### src/rtl/dcache_wb.sv
// Direct-mapped write-back, write-allocate data cache for the MEM-stage load/store port.
// Misses evict a dirty victim, then refill a whole line over a request/grant handshake.
module dcache_wb #(
    parameter int unsigned LINE_ADDR_LEN = 3,
    parameter int unsigned SET_ADDR_LEN  = 3,
    parameter int unsigned TAG_ADDR_LEN  = 32 - 2 - LINE_ADDR_LEN - SET_ADDR_LEN
) (
    input  logic                            clk,
    input  logic                            rst,
    input  logic [31:0]                     addr,
    input  logic                            rd_req,
    input  logic                            wr_req,
    input  logic [3:0]                      wr_be,
    input  logic [31:0]                     wr_data,
    output logic [31:0]                     rd_data,
    output logic                            miss,
    output logic [31:0]                     mem_addr,
    output logic                            mem_rd_req,
    output logic                            mem_wr_req,
    output logic [(32<<LINE_ADDR_LEN)-1:0]  mem_wr_line,
    input  logic [(32<<LINE_ADDR_LEN)-1:0]  mem_rd_line,
    input  logic                            mem_gnt,
    output logic [31:0]                     hit_cnt,
    output logic [31:0]                     miss_cnt
);

    localparam int unsigned LINE_WORDS = 1 << LINE_ADDR_LEN;
    localparam int unsigned SETS       = 1 << SET_ADDR_LEN;
    localparam int unsigned OFF_W      = LINE_ADDR_LEN + 2;

    typedef enum logic [1:0] {StIdle, StSwapOut, StSwapIn, StSwapInOk} state_e;

    state_e                                 r_state, w_state_next;
    logic [LINE_WORDS-1:0][31:0]            r_data [SETS];
    logic [TAG_ADDR_LEN-1:0]                r_tag  [SETS];
    logic [SETS-1:0]                        r_valid, r_dirty;
    logic [LINE_WORDS-1:0][31:0]            r_line;
    logic [TAG_ADDR_LEN-1:0]                r_req_tag;
    logic [SET_ADDR_LEN-1:0]                r_req_set;
    logic [31:0]                            r_hit_cnt, r_miss_cnt;

    logic [LINE_ADDR_LEN-1:0]               w_word;
    logic [SET_ADDR_LEN-1:0]                w_set;
    logic [TAG_ADDR_LEN-1:0]                w_tag;
    logic                                   w_req, w_hit;
    logic [31:0]                            w_sel_word, w_merged;
    logic [1:0]                             w_unused_addr;

    assign w_word        = addr[LINE_ADDR_LEN+1:2];
    assign w_set         = addr[LINE_ADDR_LEN+2 +: SET_ADDR_LEN];
    assign w_tag         = addr[31 -: TAG_ADDR_LEN];
    assign w_unused_addr = addr[1:0];

    assign w_req      = rd_req | wr_req;
    assign w_hit      = w_req && r_valid[w_set] && (r_tag[w_set] == w_tag) && (r_state == StIdle);
    assign miss       = w_req && !w_hit;
    assign w_sel_word = r_data[w_set][w_word];
    assign rd_data    = w_hit ? w_sel_word : 32'h0;
    assign hit_cnt    = r_hit_cnt;
    assign miss_cnt   = r_miss_cnt;

    always_comb begin
        w_merged = w_sel_word;
        for (int b = 0; b < 4; b++) begin
            if (wr_be[b]) w_merged[8*b +: 8] = wr_data[8*b +: 8];
        end
    end

    // Line storage is deliberately unreset; valid bits gate every use of it.
    always_ff @(posedge clk) begin
        if (w_hit && wr_req) r_data[w_set][w_word] <= w_merged;
        if (r_state == StSwapIn && mem_gnt) r_line <= mem_rd_line;
        if (r_state == StSwapInOk) begin
            r_data[r_req_set] <= r_line;
            r_tag[r_req_set]  <= r_req_tag;
        end
    end

    always_ff @(posedge clk or posedge rst) begin
        if (rst) begin
            r_state    <= StIdle;
            r_valid    <= '0;
            r_dirty    <= '0;
            r_hit_cnt  <= 32'h0;
            r_miss_cnt <= 32'h0;
            r_req_tag  <= '0;
            r_req_set  <= '0;
        end else begin
            r_state <= w_state_next;
            if (w_hit) r_hit_cnt <= r_hit_cnt + 32'h1;
            if (w_hit && wr_req) r_dirty[w_set] <= 1'b1;
            if (r_state == StIdle && miss) begin
                r_miss_cnt <= r_miss_cnt + 32'h1;
                r_req_tag  <= w_tag;
                r_req_set  <= w_set;
            end
            if (r_state == StSwapInOk) begin
                r_valid[r_req_set] <= 1'b1;
                r_dirty[r_req_set] <= 1'b0;
            end
        end
    end

    always_comb begin
        w_state_next = r_state;
        mem_rd_req   = 1'b0;
        mem_wr_req   = 1'b0;
        mem_addr     = 32'h0;
        mem_wr_line  = '0;
        case (r_state)
            StIdle: begin
                if (miss) begin
                    w_state_next = (r_valid[w_set] && r_dirty[w_set]) ? StSwapOut : StSwapIn;
                end
            end
            StSwapOut: begin
                mem_wr_req  = 1'b1;
                mem_addr    = {r_tag[r_req_set], r_req_set, {OFF_W{1'b0}}};
                mem_wr_line = r_data[r_req_set];
                if (mem_gnt) w_state_next = StSwapIn;
            end
            StSwapIn: begin
                mem_rd_req = 1'b1;
                mem_addr   = {r_req_tag, r_req_set, {OFF_W{1'b0}}};
                if (mem_gnt) w_state_next = StSwapInOk;
            end
            StSwapInOk: w_state_next = StIdle;
            default:    w_state_next = StIdle;
        endcase
    end

endmodule

### config.mk
export PLATFORM = sky130hd
export DESIGN_NAME = dcache_wb
export DESIGN_NICKNAME = d
export VERILOG_FILES = /design/src/rtl/dcache_wb.sv
export SDC_FILE = /design/constraint.sdc
export NUM_CORES = 2
export LEC_CHECK = 0
export CORE_ASPECT_RATIO = 0.7
export CORE_MARGIN = 2
export CORE_UTILIZATION = 55
export CTS_BUF_LIST = sky130_fd_sc_hd__clkbuf_16
export DETAILED_ROUTE_END_ITERATION = 8
export PLACE_DENSITY_LB_ADDON = 0.25
export SETUP_SLACK_MARGIN = 0.3
export SYNTH_ARGS = -nofsm -noshare
export SYNTH_HDL_FRONTEND = slang
export SYNTH_SLANG_ARGS = --single-unit
export TNS_END_PERCENT = 5
### constraint.sdc
create_clock -name clk -period 23.1 [get_ports clk]
set_input_delay 3.465 -clock clk [delete_from_list [all_inputs] [get_ports clk]]
set_output_delay 3.465 -clock clk [all_outputs]
set_load 0.03 [all_outputs]
==> flow_summary.yaml <==
logic_synthesis:
  compound_gate_fraction_of_synth_area_pct: 9.941
  flip_flop_cell_with_the_highest_count_after_synthesis: "sky130_fd_sc_hd__edfxtp_1"
  asyncSetResetFlopFracSynth_pct: 4.184
  synth_edf_count: 2496
  syn_avg_cell_area_um2: 16.82
  ys_ff_latch: 2605
  synth-simple-area-share_pct: 4.972
  dominant_combinational_cell_family_by_area_after_synthesis: "multiplexers"
  synthesis.yosys.warnings: 0
  synth.yosys.seq_area_share_pct: 67.16
  post_synth_inst_count: 6877
  yosys.area_share.xor_xnor_pct: 0.5907
  netlist-cell-type-count: 78
  post_synth_instance_area_um2: 115700
  post_synth_mux_area_share_pct: 15.08
  adder_cell_share_of_the_synthesized_area_pct: 0.06491
worst_setup_path:
  max_stage_delay_ns: 1.20
  crit_type: "in2out"
  critPathMaxFanout: 46
  worst_ep_required_time_ns: 19.64
  arrival_ns: 10.15
  cp_common_cell: "sky130_fd_sc_hd__buf_4"
  crit_chain: "buf_6, buf_4, and3b_4, buf_4, buf_4, a22oi_1, a31oi_1, nor4_1, and3_1, nor2_1, clkdlybuf4s50_1"
  critical_path.startpoint_type: "input port"
  critPathCaptureType: "output pin"
  crit_slowest_cell: "sky130_fd_sc_hd__a31oi_1"
  cp_top_family: "buffers and inverters"
  critical_path_buf_inv_count: 5
route:
  route.vias.total: 77640
  iteration_0_drc_count_of_the_detailed_router: 14210
  drt.antenna.violating_nets: 0
  route.detailed.vias_per_inst: 7.370
  routed_wire_length_per_instance_um: 39.73
  postRouteWirelength_um: 418500
  route.detailed.drc: 0
  drt_first_pass_iters: 8
cts:
  cts_hold_buffers: 0
  cts_tree: "done"
  worst_skew_pair.late_latency_ns: 0.93
  path_clk_slew_ns: 0.06
  h-tree-depth: 4
  max-clock-path-buffers: 4
  postCtsResizedCells: 0
  cts_buffers: 240
  clock_tree_root_driver_cell: "sky130_fd_sc_hd__clkbuf_16"
  clkSinkCount: 2605
  post_cts.repair.setup_buffers: 0
timing:
  period_minus_slack_ns: 13.62
  number_of_failing_hold_endpoints_at_the_final_stage: 0
  rsz0062_at_grt: "no"
  drv_slew: 3
  setup_total_negative_slack_ns: 0
  final.setup_skew_ns: 0.06079
  setup_violators_final: 0
  period_share_pct: 58.95
  worstMarginPinSlew_ns: 1.612
  timing.fmax_mhz: 73.43
  maxSlewHeadroom_pct: -8.352
place:
  dpl_cell_area_um2: 126500
  gp_routability_congestion: 0.9602
  hpwlAfterDp_um: 260800
  placedCellCount: 10050
  portBuffers: 708
power_and_ir_drop:
  p_leak_nw: 43.96
  power.density_cell_area_nw_per_um2: 121.2
  power.total_mw: 16.27
  vdd_ir_drop_max_mv: 0.1282
floorplanning:
  die_w_um: 552.1
  die_height_um: 387.7
  core-area_um2: 208500
  pin_count: 716
  fp.dieArea_um2: 214000
  placement_row_count: 140
  start_util_pct: 55.48
run:
  max_cap_violations: 3
outcome:
  status: "finished with violations"
  violations: "max-capacitance violations, max-slew violations"
global_routing:
  groute.layer.met2.usage_pct: 53.06
  total_routing_usage_gr_pct: 38.25
  antenna_found_initial: 64
  grt.met3_usage_pct: 17.37
  grt_pass1_vias: 73190
  grt_use_met1_pct: 48.60
  grt_overflow: 0
  grt.busiest_layer: "met2"
  global_route_wire_length_before_repair_um: 572200
  maximum_number_of_pins_on_one_net_before_global_route_repair: 166
hold_path:
  worst_hold_path_type: "reg2reg"
finish:
  post_layout_instance_area_um2: 134200
  drive_above_1_share_pct: 17.80
  final_net_count: 7857
  final_core_utilization_pct: 64.39
  syn_to_final_growth_pct: 16.05
  final_cell_count_no_fill: 10530
==> worst paths after layout <==
kind / start / end / slack (ns) / depth (start not counted)
setup / recovery: addr[7] / rd_data[3] / 9.48 / 11
hold / removal: hit_cnt[31] / hit_cnt[31] / 0.47 / 1
setup reg to reg: r_req_set[2] / r_data[7][116] / 17.16 / 9
hold reg to reg: hit_cnt[31] / hit_cnt[31] / 0.47 / 1
max in group asynchronous: rst / r_req_set[2] / 18.59 / 3
min in group asynchronous: rst / hit_cnt[19] / 3.03 / 2
==> layout make-up <==
class / instances / area [µm²]
Inverter: 16 / 62.56
Tap cell: 2769 / 3465
Antenna cell: 50 / 125.1
Multi-Input combinational cell: 3724 / 36260
Clock buffer: 241 / 6031
Sequential cell: 2605 / 77690
Fill cell: 14340 / 74230
Timing Repair Buffer: 935 / 9011
Clock inverter: 194 / 1573
==> state kept, by name, summed over array words and instances (netlist names) <==
| signal | flops |
|---|---|
| hit_cnt | 32 |
| r_tag | 192 |
| miss_cnt | 32 |
| r_req_set | 3 |
| r_line | 256 |
| r_state | 2 |
| r_dirty | 8 |
| r_req_tag | 24 |
| r_valid | 8 |
| r_data | 2048 |
==> layout by cell type, fill, tap and decap left out, drive strengths merged, types with 198 or more instances in the layout <==
cell           netlist  final
a31oi              199    199
nor2b              287    287
nand2              363    363
a22oi              601    601
mux2i              343    343
clkbuf             216    241
clkdlybuf4s50        0    704
mux4               583    583
a22o               214    214
edfxtp            2496   2496
a221oi             198    198
buf                320    231
==> synthesized netlist by cell type (46+ instances only) <==
library cell | instances | area [µm²]
sky130_fd_sc_hd__a21o_1 | 115 | 863.3
sky130_fd_sc_hd__a21oi_1 | 60 | 300.3
sky130_fd_sc_hd__a221oi_1 | 198 | 1734
sky130_fd_sc_hd__a22o_1 | 214 | 1874
sky130_fd_sc_hd__a22oi_1 | 601 | 4512
sky130_fd_sc_hd__a31oi_1 | 199 | 1245
sky130_fd_sc_hd__buf_1 | 93 | 349.1
sky130_fd_sc_hd__buf_2 | 172 | 860.8
sky130_fd_sc_hd__buf_4 | 47 | 352.8
sky130_fd_sc_hd__clkbuf_1 | 216 | 810.8
sky130_fd_sc_hd__dfrtp_1 | 109 | 2728
sky130_fd_sc_hd__edfxtp_1 | 2496 | 74950
sky130_fd_sc_hd__mux2_2 | 68 | 765.7
sky130_fd_sc_hd__mux2i_1 | 342 | 3423
sky130_fd_sc_hd__mux4_2 | 583 | 13130
sky130_fd_sc_hd__nand2_1 | 363 | 1363
sky130_fd_sc_hd__nand4_1 | 56 | 350.3
sky130_fd_sc_hd__nor2_1 | 175 | 656.9
sky130_fd_sc_hd__nor2b_1 | 287 | 1795
sky130_fd_sc_hd__nor3_1 | 46 | 230.2
sky130_fd_sc_hd__xor2_1 | 64 | 560.5
==> cells by family (layout without fill, tap and decap cells) <==
kind of cell,Yosys count,after routing
and+or+nand+nor,1127,1127
AOI/OAI and AO/OA,1504,1504
DFF,2605,2605
buffers and inverters,552,1386
muxes,1004,1004
other,1,55
adders and majority gates,6,6
xor gates and xnor gates,78,78
==> report_power, final <==
part / leakage [nW] / internal [mW] / total, mW / switching (mW)
sequential: 24.0 / 6.21 / 6.53 / 0.318
clock: 3.89 / 2.16 / 3.94 / 1.79
combinational: 16.1 / 2.10 / 5.80 / 3.69
total: 44.0 / 10.5 / 16.3 / 5.80
==> per-layer routing <==
metal | part of all wire, % | routed length [µm] | up-vias
li1 | - | - | 29980
met1 | 33 | 136400 | 39010
met2 | 42 | 177000 | 7315
met3 | 17 | 72450 | 1283
met4 | 7.7 | 32050 | 54
met5 | 0.14 | 569 | -
==> worst register-to-register path, cell delays in order (launching register included) <==
cell and delay (ns):
sky130_fd_sc_hd__dfrtp_4 0.93, sky130_fd_sc_hd__buf_4 0.93, sky130_fd_sc_hd__buf_4 0.82, sky130_fd_sc_hd__buf_4 0.97, sky130_fd_sc_hd__nand3_1 0.14, sky130_fd_sc_hd__o21ai_0 0.16
sky130_fd_sc_hd__nand2_1 0.44, sky130_fd_sc_hd__buf_4 0.37, sky130_fd_sc_hd__nor2_4 0.26, sky130_fd_sc_hd__buf_4 0.53
==> stage by stage <==
stage	setup slack [ns]	hold WS, ns
finish	9.482	0.4691
floorplan	13.24	0.4389
global placement	10.04	0.4527
global route	9.748	0.4808
CTS	10.05	0.4672
detailed placement	10.05	0.4569
Note: power is estimated with default switching activity, not from simulation.
